<file path="src/rtl/keypad_matrix_scanner_pkg.sv">
// Shared keypad definitions: matrix geometry and one-hot key codes (bit index = row*4+col).
package keypad_matrix_scanner_pkg;

  localparam int KEY_ROWS = 4;
  localparam int KEY_COLS = 4;
  localparam int KEY_BITS = KEY_ROWS * KEY_COLS;

  localparam logic [KEY_BITS-1:0] KEY_NONE = '0;
  localparam logic [KEY_BITS-1:0] KEY_R0C0 = 16'h0001;
  localparam logic [KEY_BITS-1:0] KEY_R0C1 = 16'h0002;
  localparam logic [KEY_BITS-1:0] KEY_R0C2 = 16'h0004;
  localparam logic [KEY_BITS-1:0] KEY_R0C3 = 16'h0008;
  localparam logic [KEY_BITS-1:0] KEY_R1C0 = 16'h0010;
  localparam logic [KEY_BITS-1:0] KEY_R1C1 = 16'h0020;
  localparam logic [KEY_BITS-1:0] KEY_R1C2 = 16'h0040;
  localparam logic [KEY_BITS-1:0] KEY_R1C3 = 16'h0080;
  localparam logic [KEY_BITS-1:0] KEY_R2C0 = 16'h0100;
  localparam logic [KEY_BITS-1:0] KEY_R2C1 = 16'h0200;
  localparam logic [KEY_BITS-1:0] KEY_R2C2 = 16'h0400;
  localparam logic [KEY_BITS-1:0] KEY_R2C3 = 16'h0800;
  localparam logic [KEY_BITS-1:0] KEY_R3C0 = 16'h1000;
  localparam logic [KEY_BITS-1:0] KEY_R3C1 = 16'h2000;
  localparam logic [KEY_BITS-1:0] KEY_R3C2 = 16'h4000;
  localparam logic [KEY_BITS-1:0] KEY_R3C3 = 16'h8000;

  // True when exactly one key is pressed in a frame.
  function automatic logic is_single_key(input logic [KEY_BITS-1:0] f);
    return (f != KEY_NONE) && ((f & (f - 1'b1)) == KEY_NONE);
  endfunction

endpackage

</file>
<file path="src/rtl/keypad_matrix_scanner_frame_debounce.sv">
// Per-frame classification and debounce: rejects multi-key frames and requires
// DEBOUNCE_SCANS identical candidates before the registered key code changes.
module keypad_frame_debounce
  import keypad_matrix_scanner_pkg::*;
#(
  parameter int DEBOUNCE_SCANS = 4
) (
  input  logic                clk,
  input  logic                rst,
  input  logic                frame_end,
  input  logic [KEY_BITS-1:0] frame_bits,
  output logic [KEY_BITS-1:0] onehot,
  output logic                key_valid,
  output logic                key_pulse
);

  localparam int SW = $clog2(DEBOUNCE_SCANS + 1);

  logic [KEY_BITS-1:0] cand;
  logic [KEY_BITS-1:0] prev_cand;
  logic [SW-1:0]       stab;
  logic [SW-1:0]       stab_next;

  always_comb begin
    cand = is_single_key(frame_bits) ? frame_bits : KEY_NONE;
    if (cand != prev_cand)
      stab_next = SW'(1);
    else if (stab >= SW'(DEBOUNCE_SCANS))
      stab_next = SW'(DEBOUNCE_SCANS);
    else
      stab_next = stab + SW'(1);
  end

  always_ff @(posedge clk or posedge rst) begin
    if (rst) begin
      prev_cand <= KEY_NONE;
      stab      <= '0;
      onehot    <= KEY_NONE;
      key_valid <= 1'b0;
      key_pulse <= 1'b0;
    end else begin
      key_pulse <= 1'b0;
      if (frame_end) begin
        stab      <= stab_next;
        prev_cand <= cand;
        // A switch A->B lands directly on B; releasing to none never pulses.
        if (stab_next == SW'(DEBOUNCE_SCANS) && cand != onehot) begin
          onehot    <= cand;
          key_valid <= (cand != KEY_NONE);
          key_pulse <= (cand != KEY_NONE);
        end
      end
    end
  end

endmodule

</file>
<file path="src/rtl/keypad_matrix_scanner.sv">
// 4x4 active-low keypad scanner: column synchronizer, row/dwell counters and frame
// register, feeding the frame debouncer that produces the one-hot key code.
module keypad_matrix_scanner
  import keypad_matrix_scanner_pkg::*;
#(
  parameter int SCAN_DIV       = 50000,
  parameter int DEBOUNCE_SCANS = 4
) (
  input  logic                clk,
  input  logic                rst,
  input  logic [KEY_COLS-1:0] col_in,
  output logic [KEY_ROWS-1:0] row_out,
  output logic [KEY_BITS-1:0] onehot,
  output logic                key_valid,
  output logic                key_pulse
);

  localparam int DW = $clog2(SCAN_DIV);

  logic [KEY_COLS-1:0] col_meta;
  logic [KEY_COLS-1:0] col_sync;
  logic [1:0]          row_idx;
  logic [1:0]          row_next;
  logic [DW-1:0]       dwell;
  logic [11:0]         frame;
  logic                sample;
  logic                frame_end;
  logic [KEY_BITS-1:0] frame_full;

  assign sample     = (dwell == DW'(SCAN_DIV - 1));
  assign frame_end  = sample && (row_idx == 2'd3);
  assign row_next   = row_idx + 2'd1;
  // Row 3 is never stored: it is fed straight from the synchronizer on the frame-end cycle.
  assign frame_full = {~col_sync, frame};

  always_ff @(posedge clk or posedge rst) begin
    if (rst) begin
      col_meta <= '1;
      col_sync <= '1;
    end else begin
      col_meta <= col_in;
      col_sync <= col_meta;
    end
  end

  always_ff @(posedge clk or posedge rst) begin
    if (rst) begin
      dwell   <= '0;
      row_idx <= '0;
      row_out <= 4'b1110;
      frame   <= '0;
    end else if (sample) begin
      dwell   <= '0;
      row_idx <= row_next;
      row_out <= ~(4'b0001 << row_next);
      case (row_idx)
        2'd0:    frame[3:0]  <= ~col_sync;
        2'd1:    frame[7:4]  <= ~col_sync;
        2'd2:    frame[11:8] <= ~col_sync;
        default: ;
      endcase
    end else begin
      dwell <= dwell + DW'(1);
    end
  end

  keypad_frame_debounce #(
    .DEBOUNCE_SCANS(DEBOUNCE_SCANS)
  ) u_debounce (
    .clk       (clk),
    .rst       (rst),
    .frame_end (frame_end),
    .frame_bits(frame_full),
    .onehot    (onehot),
    .key_valid (key_valid),
    .key_pulse (key_pulse)
  );

endmodule

</file>
<file path="config.mk">
export PLATFORM = sky130hd
export DESIGN_NAME = keypad_matrix_scanner
export DESIGN_NICKNAME = d
export VERILOG_FILES = /design/src/rtl/keypad_matrix_scanner_pkg.sv /design/src/rtl/keypad_matrix_scanner_frame_debounce.sv /design/src/rtl/keypad_matrix_scanner.sv
export SDC_FILE = /design/constraint.sdc
export NUM_CORES = 1
export LEC_CHECK = 0
export BUFFER_PORTS_ARGS = -buffer_cell sky130_fd_sc_hd__buf_2
export CAP_MARGIN = 20
export CORE_AREA = 2 2 80 120
export CTS_CLUSTER_DIAMETER = 30
export DETAILED_ROUTE_END_ITERATION = 6
export DIE_AREA = 0 0 82 122
export HOLD_SLACK_MARGIN = 0.1
export PLACE_DENSITY = 0.73
export SLEW_MARGIN = 10
export SYNTH_ARGS = -nofsm -noshare
export SYNTH_HDL_FRONTEND = slang
export SYNTH_SLANG_ARGS = --single-unit
</file>
<file path="constraint.sdc">
create_clock -name clk -period 5 [get_ports clk]
set_input_delay 0.25 -clock clk [delete_from_list [all_inputs] [get_ports clk]]
set_output_delay 0.25 -clock clk [all_outputs]
set_load 0.03 [all_outputs]
</file>
==> impl_results.md, run 1 <==
- Die H: ~120 microns
- Pin count of the biggest net entering global routing: 80
- Placer Congestion: around 0.91
- Net Switching: around 0.30 mW
- Routed WL: just under 10 mm
- Unique cell type count in the Yosys netlist: 61
- Std-Cell Rows: 43
- Setup bufs post-CTS: 0
- Register area share after synthesis: roughly 46%
- RSZ-0062 raised after global routing: no
- Area share of xor/xnor cells in the synthesized design: 6.01%
- Fraction of registers with async set/reset: 100%
- Num Clock Sinks: about 80
- Max_slew headroom: about 34%
- Internal power: roughly 1.1 mW
- Syn Area/Cell: ~9.8 sq um
- Synthesis-stage register bit count: a little under 80
- Fin Clk Skew: 0.0107 ns
- Cell count after synthesis: approximately 450
- Cell leakage power: 2.27 nW
- Worst path required time: roughly 5.2 ns
- Comb pwr share: roughly 4%
- Hold buffers post-CTS: 4
- Minimum clock period: about 4 ns
- Post-DP HPWL: between 7 and 8 mm
- # diodes: 0
- Hold WC Path Type: in -> async
- Final setup viols: 0
- Synth Area in Adders: 3.03%
- Routed len/inst: 16.9 microns
- RR Endpoint: u_debounce.key_valid$_DFFE_PP0P_
- Cell Area, Synth: 0.00437 sq mm
- Number of global-route vias before repair: about 3400
- Core ar.: roughly 0.009 sq mm
- Crit start category: flop
- Ratio of cells with drive above 1 in the final layout: between 15 and 20%
- CTS Buffer Depth: 2
- Syn_nets: 463
- Maximum clock rate: 246 MHz
- Synth Area in Simple Gates: a little over a fifth
- Reg2reg path depth: 9
- Reg2reg setup slack: 0.94 ns
- Final Max Tran Viols: 0
- P per Cell Area: roughly 280 mW/mm^2
- Sw Share: 22.1%
- Clock share of power: between 40% and 50%
- Util after Layout: 54.1%
- CTS Buf Count: 9
- Final hold violations: 0
- Clock Latency Late Sink: 0.34 ns
- Worst slew pin tran: 0.997 ns
- Residual DRC: 0
- WS Path Type: reg -> reg
- # resized after CTS: 0
- Final period util: about four fifths
- Status: finished clean
- Via count: about 3400
- Grt ovf: 0
- Fillers: roughly 820
- Syn-to-layout area delta: 11.9%
- Register clock-pin slew on the reported worst setup and hold paths: 0.06 ns
- Most area-consuming cells after synthesis: dfrtp_1 39%, dfstp_2 6.6%, nand2_1 4.0%
- DRT Pass-1 Iters: 4
- Largest family of logic cells by synthesized area: simple AND/OR/NAND/NOR gates
- Mux share of post-synthesis cell area: between 5 and 6%
- Finished Cell Area: roughly 0.0049 sq mm
- # port buffers: 27
- Primary FF master, synth: dfrtp_1
- CP max FO: 14
- Clk root buf: clkbuf_16
- Via density: 5.80
- Initial Util: about half
- First-pass GRT wire length: around 16 mm
- CTS tree: done
- Synth top area share: between 30 and 40%
- Final ANT Viol Nets: 0
- H-tree levels: 3
- Warnings, synthesis: 0
- Number of synthesized flops with an enable pin: 0
- GRT Total Usage: 21.7%
- RR Startpoint: frame[0]$_DFFE_PP0P_
- CP Data Arrival Time: 4.27 ns
- Worst VDD drop: 0.000173 V
- Post-DP Area: 0.00455 sq mm
- Full die area: ~0.01 sq mm
- Detailed router's first-iteration violation count: roughly 260
- Reg power frac: a little under half
- Max_cap viols: 0
- Compound-cell area share of the yosys netlist: a little over an eighth
- Nets: 481
- Die Width: between 80 and 90 microns
- Initial antenna violation count: 0
- Critical path endpoint category: flop
- I/O pin count: 28
- Setup TNS Final: 0 ns
- Synth area leader: dfrtp_1
worst max-delay path by stage:
stage,to,startpoint,slack [ns],cells after the start
after floorplan,u_debounce.onehot[12]$_DFFE_PP0P_,frame[4]$_DFFE_PP0P_,1.82,11
after global placement,u_debounce.key_valid$_DFFE_PP0P_,col_sync[0]$_DFF_PP1_,1.07,10
after detailed placement,u_debounce.key_valid$_DFFE_PP0P_,frame[0]$_DFFE_PP0P_,1.0,9
after CTS,u_debounce.key_valid$_DFFE_PP0P_,frame[0]$_DFFE_PP0P_,0.96,9
after global routing,u_debounce.key_valid$_DFFE_PP0P_,frame[0]$_DFFE_PP0P_,0.69,9
final,u_debounce.key_valid$_DFFE_PP0P_,frame[0]$_DFFE_PP0P_,0.94,9
cells in the final DEF, fill, tap and decap left out, types with 11 or more instances in the layout:
cell type  synthesis  layout
nand3_1           19      19
nor2_1            41      41
dfstp_2           11      11
xnor2_1           15      15
xor2_1            15      15
nand2_1           47      47
buf_2              1      27
a21oi_1           12      12
inv_1             22      21
o21ai_0           30      30
dfrtp_1           68      68
mux2i_1           12      12
logic make-up after synthesis:
kind of cell | after synthesis
adder cells (fa/ha/maj) | 11
buffers and inverters | 50
AO/OA/AOI/OAI | 83
AND/OR/NAND/NOR | 171
multiplexers | 24
XOR/XNOR | 30
flip-flops | 79
state kept, by name, summed over array words and instances (netlist names):
signal,flops
col_meta,4
col_sync,4
dwell,16
frame,12
row_idx,2
row_out,4
u_debounce.key_pulse,1
u_debounce.key_valid,1
u_debounce.onehot,16
u_debounce.prev_cand,16
u_debounce.stab,3
Yosys cell counts, types with 6 or more instances:
| cell | number |
|---|---|
| dfrtp_1 | 68 |
| inv_1 | 22 |
| xnor2_1 | 15 |
| nand3b_1 | 7 |
| mux2_2 | 9 |
| nand3_1 | 19 |
| a21oi_1 | 12 |
| o21ai_0 | 30 |
| clkbuf_1 | 21 |
| nand2_1 | 47 |
| mux2i_1 | 12 |
| nor3_1 | 8 |
| a31oi_1 | 6 |
| dfstp_2 | 11 |
| ha_1 | 9 |
| nor2_1 | 41 |
| and3_1 | 7 |
| xor2_1 | 15 |
critical path, cell delays in order (launching register included):
cell,delay [ns]
dfrtp_1,0.54
nor4_2,0.48
a41oi_1,0.23
a2111oi_4,0.48
and4_1,0.65
mux2_2,0.41
a2bb2oi_1,0.16
nand4_2,0.15
nand4_4,0.36
mux2_1,0.45
cell type report:
class | instances | area (sq um) | share of cell area [%]
tap | 112 | 140 | 2.87
clock inverter | 5 | 57.6 | 1.18
sequential | 79 | 1990 | 40.7
multi-input combinational | 319 | 2170 | 44.4
timing repair buffer | 35 | 205 | 4.20
inverter | 22 | 83.8 | 1.71
clock buffer | 11 | 243 | 4.97
power by group through the flow:
stage / sequential [mW] / combinational, mW / clock, mW
final: 0.652 / 0.0549 / 0.655
after global routing: 0.652 / 0.0610 / 0.696
after CTS: 0.652 / 0.0557 / 0.670
after detailed placement: 0.663 / 0.0531 / 0
after global placement: 0.663 / 0.0519 / 0
after floorplan: 0.658 / 0.0432 / 0
per-stage QoR:
| step | hold WS (ns) | cells | worst slack, ns | power [mW] |
|---|---|---|---|---|
| global placement | 0.346 | 563 | 1.07 | 0.715 |
| global route | 0.319 | 583 | 0.685 | 1.41 |
| finish | 0.219 | 583 | 0.941 | 1.36 |
| CTS | 0.261 | 583 | 0.959 | 1.38 |
| detailed placement | 0.349 | 563 | 0.995 | 0.716 |
| floorplan | 0.254 | 448 | 1.82 | 0.701 |
metal layers:
| layer | up-vias | wire [microns] | global-route usage (%) |
|---|---|---|---|
| met1 | 1661 | 3810 | 23.9 |
| met2 | 83 | 5280 | 37.6 |
| li1 | 1604 | - | - |
| met3 | 31 | 428 | 5.63 |
| met5 | - | 0 | 0 |
| met4 | 0 | 364 | 11.0 |
No activity file was read; power rests on OpenSTA's default activity.
==> inputs of run 2 (changes only) <==
- clock period: 5 -> 4 ns (I/O delays scaled with it)
==> run 2 against run 1 <==
Wire length shrank 2.7%; largest cell class unchanged; first-iteration DRC count down 54%; register-to-register slack got worse by 0.65 ns; maximum frequency rose by 9.3%; worst hold slack better by 0.13 ns; highest routed layer unchanged.
==> impl_results.md, run 2 (synthesized netlist as in run 1, its figures left out) <==
- Pin count of the biggest net entering global routing: 44 (-45%)
- Hold WC Path Type: reg -> reg
- Initial antenna violation count: 0 (unchanged)
- Clock Latency Late Sink: 0.34 ns (about the same)
- Most frequent cells in the layout: 68 x dfrtp_1, 47 x nand2_1, 41 x nor2_1, 30 x o21ai_0, 27 x buf_2
- Via count: 3324 (-1.6%)
- P per Cell Area: 343 mW/mm^2 (+23%)
- Critical path endpoint category: flop
- Worst slew pin tran: 0.653 ns (-0.343 ns)
- Via density: 5.66 (-2.3%)
- Worst VDD drop: 0.000297 V (+72%)
- Routed WL: 9.61 mm (-2.7%)
- Register clock-pin slew on the reported worst setup and hold paths: 0.06 ns (about the same)
- Ratio of cells with drive above 1 in the final layout: 17.9% (+0.060 points)
- Final hold violations: 0 (unchanged)
- Number of global-route vias before repair: 3368 (-1.4%)
- Final Max Tran Viols: 0 (unchanged)
- Die Width: 82 microns (unchanged)
- Nets: 485 (+0.83%)
- Final setup viols: 0 (unchanged)
- Worst path required time: 4.26 ns (-0.95 ns)
- Syn-to-layout area delta: 12.9%
- DRT met1 WL: 3.90 mm (+2.5%)
- Fin Clk Skew: 0.00993 ns (-0.000745 ns)
- Detailed router's first-iteration violation count: 121 (-54%)
- Grt ovf: 0 (unchanged)
- Max_cap viols: 0 (unchanged)
- H-tree levels: 3 (unchanged)
- Placer Congestion: 0.902 (-1.3%)
- Maximum clock rate: 269 MHz (+9.3%)
- Post-DP HPWL: 7.00 mm (-0.33%)
- Highest metal used: met4
- Crit start category: flop
- # port buffers: 27 (unchanged)
- Util after Layout: 54.6% (+0.50 points)
- Largest registers: dwell x16, u_debounce.onehot x16, u_debounce.prev_cand x16
- WS Path Type: reg -> reg
- CP max FO: 13 (-1)
- Commonest non-fill, non-tap cell in the layout: dfrtp_1
- DRT Pass-1 Iters: 4 (unchanged)
- Met3 WL: 357 microns (-17%)
- Max_slew headroom: 56.4% (+23 points)
- # diodes: 0 (unchanged)
- Routed len/inst: 16.4 microns (-3.3%)
- GRT Total Usage: 21.3% (-0.39 points)
- CTS Buf Count: 9 (unchanged)
- CP Data Arrival Time: 3.97 ns (-0.30 ns)
- Setup TNS Final: 0 ns (unchanged)
- First-pass GRT wire length: 16.2 mm (-0.85%)
- Status: finished clean
- Std-Cell Rows: 43 (unchanged)
- Final ANT Viol Nets: 0 (unchanged)
- CTS tree: done
- RSZ-0062 raised after global routing: no
- Cell leakage power: 2.30 nW (+1.3%)
- Final period util: 92.8% (+12 points)
- Full die area: 0.0100 sq mm (unchanged)
- Residual DRC: 0 (unchanged)
- CTS Buffer Depth: 2 (unchanged)
- Setup bufs post-CTS: 0 (unchanged)
- Core ar.: 0.00904 sq mm (unchanged)
- Initial Util: 48.4% (unchanged)
- Die H: 122 microns (unchanged)
- Num Clock Sinks: 79 (unchanged)
- Fillers: 819 (+0.24%)
- Minimum clock period: 3.71 ns (-0.346 ns)
- Clk root buf: clkbuf_16
- WL met2: 5.08 mm (-3.6%)
- I/O pin count: 28 (unchanged)
==> run 2: cell types whose count changed in the layout (fill, tap and decap cells not counted), sizes merged <==
cell / previous run / this run
clkinvlp: 3 / 2
clkbuf: 11 / 13
buf: 31 / 34
dlygate4sd3: 4 / 5
clkinv: 2 / 1
==> run 2: worst max-delay path: stages, from the launching register on <==
cell and delay [ns]:
dfrtp_1 0.57, or4_1 0.59, or4_1 0.44, o311ai_2 0.16, and4_1 0.44, buf_4 0.24
nand2_1 0.07, a22oi_1 0.26, nand4_2 0.18, nand4_4 0.25, buf_4 0.21, mux2i_1 0.21
==> run 2: through the flow <==
| stage | power, mW | cell area (sq um) | std cells | setup WS, ns | hold slack, ns |
|---|---|---|---|---|---|
| after CTS | 1.72 | 4920 | 587 | 0.246 | 0.351 |
| after global routing | 1.76 | 4930 | 587 | 0.0502 | 0.354 |
| final | 1.69 | 4930 | 587 | 0.287 | 0.349 |
| after floorplan | 0.876 | 4370 | 448 | 0.822 | 0.204 |
| after detailed placement | 0.895 | 4570 | 566 | 0.268 | 0.307 |
| after global placement | 0.893 | 4570 | 566 | 0.371 | 0.306 |
==> run 2: layer usage <==
| metal | vias up | GRT usage (%) |
|---|---|---|
| met3 | 19 | 4.74 |
| li1 | 1615 | - |
| met5 | - | 0 |
| met2 | 71 | 36.7 |
| met1 | 1619 | 24.4 |
| met4 | 0 | 10.3 |
==> run 2: timing repair <==
action                                  4_1_cts  5_1_grt
gates resized for setup                       0        2
hold buffers                                  5        0
endpoints found under the setup margin        0        1
endpoints found under the hold margin        31        0
==> run 2: layout make-up <==
type,instances,area (sq um),share of cell area (%)
timing repair buffer,39,238,4.82
tap,112,140,2.84
inverter,22,83.8,1.70
multi-input combinational,319,2190,44.3
sequential,79,1990,40.4
clock buffer,13,250,5.07
clock inverter,3,45.0,0.913
==> run 2: path summary, 6_finish.rpt <==
kind	to	depth (start not counted)	slack (ns)	start
max	u_debounce.onehot[8]$_DFFE_PP0P_	11	0.29	frame[9]$_DFFE_PP0P_
min	col_sync[1]$_DFF_PP1_	0	0.35	col_meta[1]$_DFF_PP1_
max reg2reg	u_debounce.onehot[8]$_DFFE_PP0P_	11	0.29	frame[9]$_DFFE_PP0P_
min reg2reg	col_sync[1]$_DFF_PP1_	0	0.35	col_meta[1]$_DFF_PP1_
max in group asynchronous	row_out[3]$_DFFE_PP1N_	4	2.53	rst
min in group asynchronous	frame[0]$_DFFE_PP0P_	3	0.49	rst
==> run 2: power by group <==
group	leakage [nW]	total, mW	internal, mW	switching, mW
Combinational	1.11	0.0690	0.0226	0.0463
Sequential	1.05	0.815	0.807	0.00757
Clock	0.136	0.810	0.501	0.309
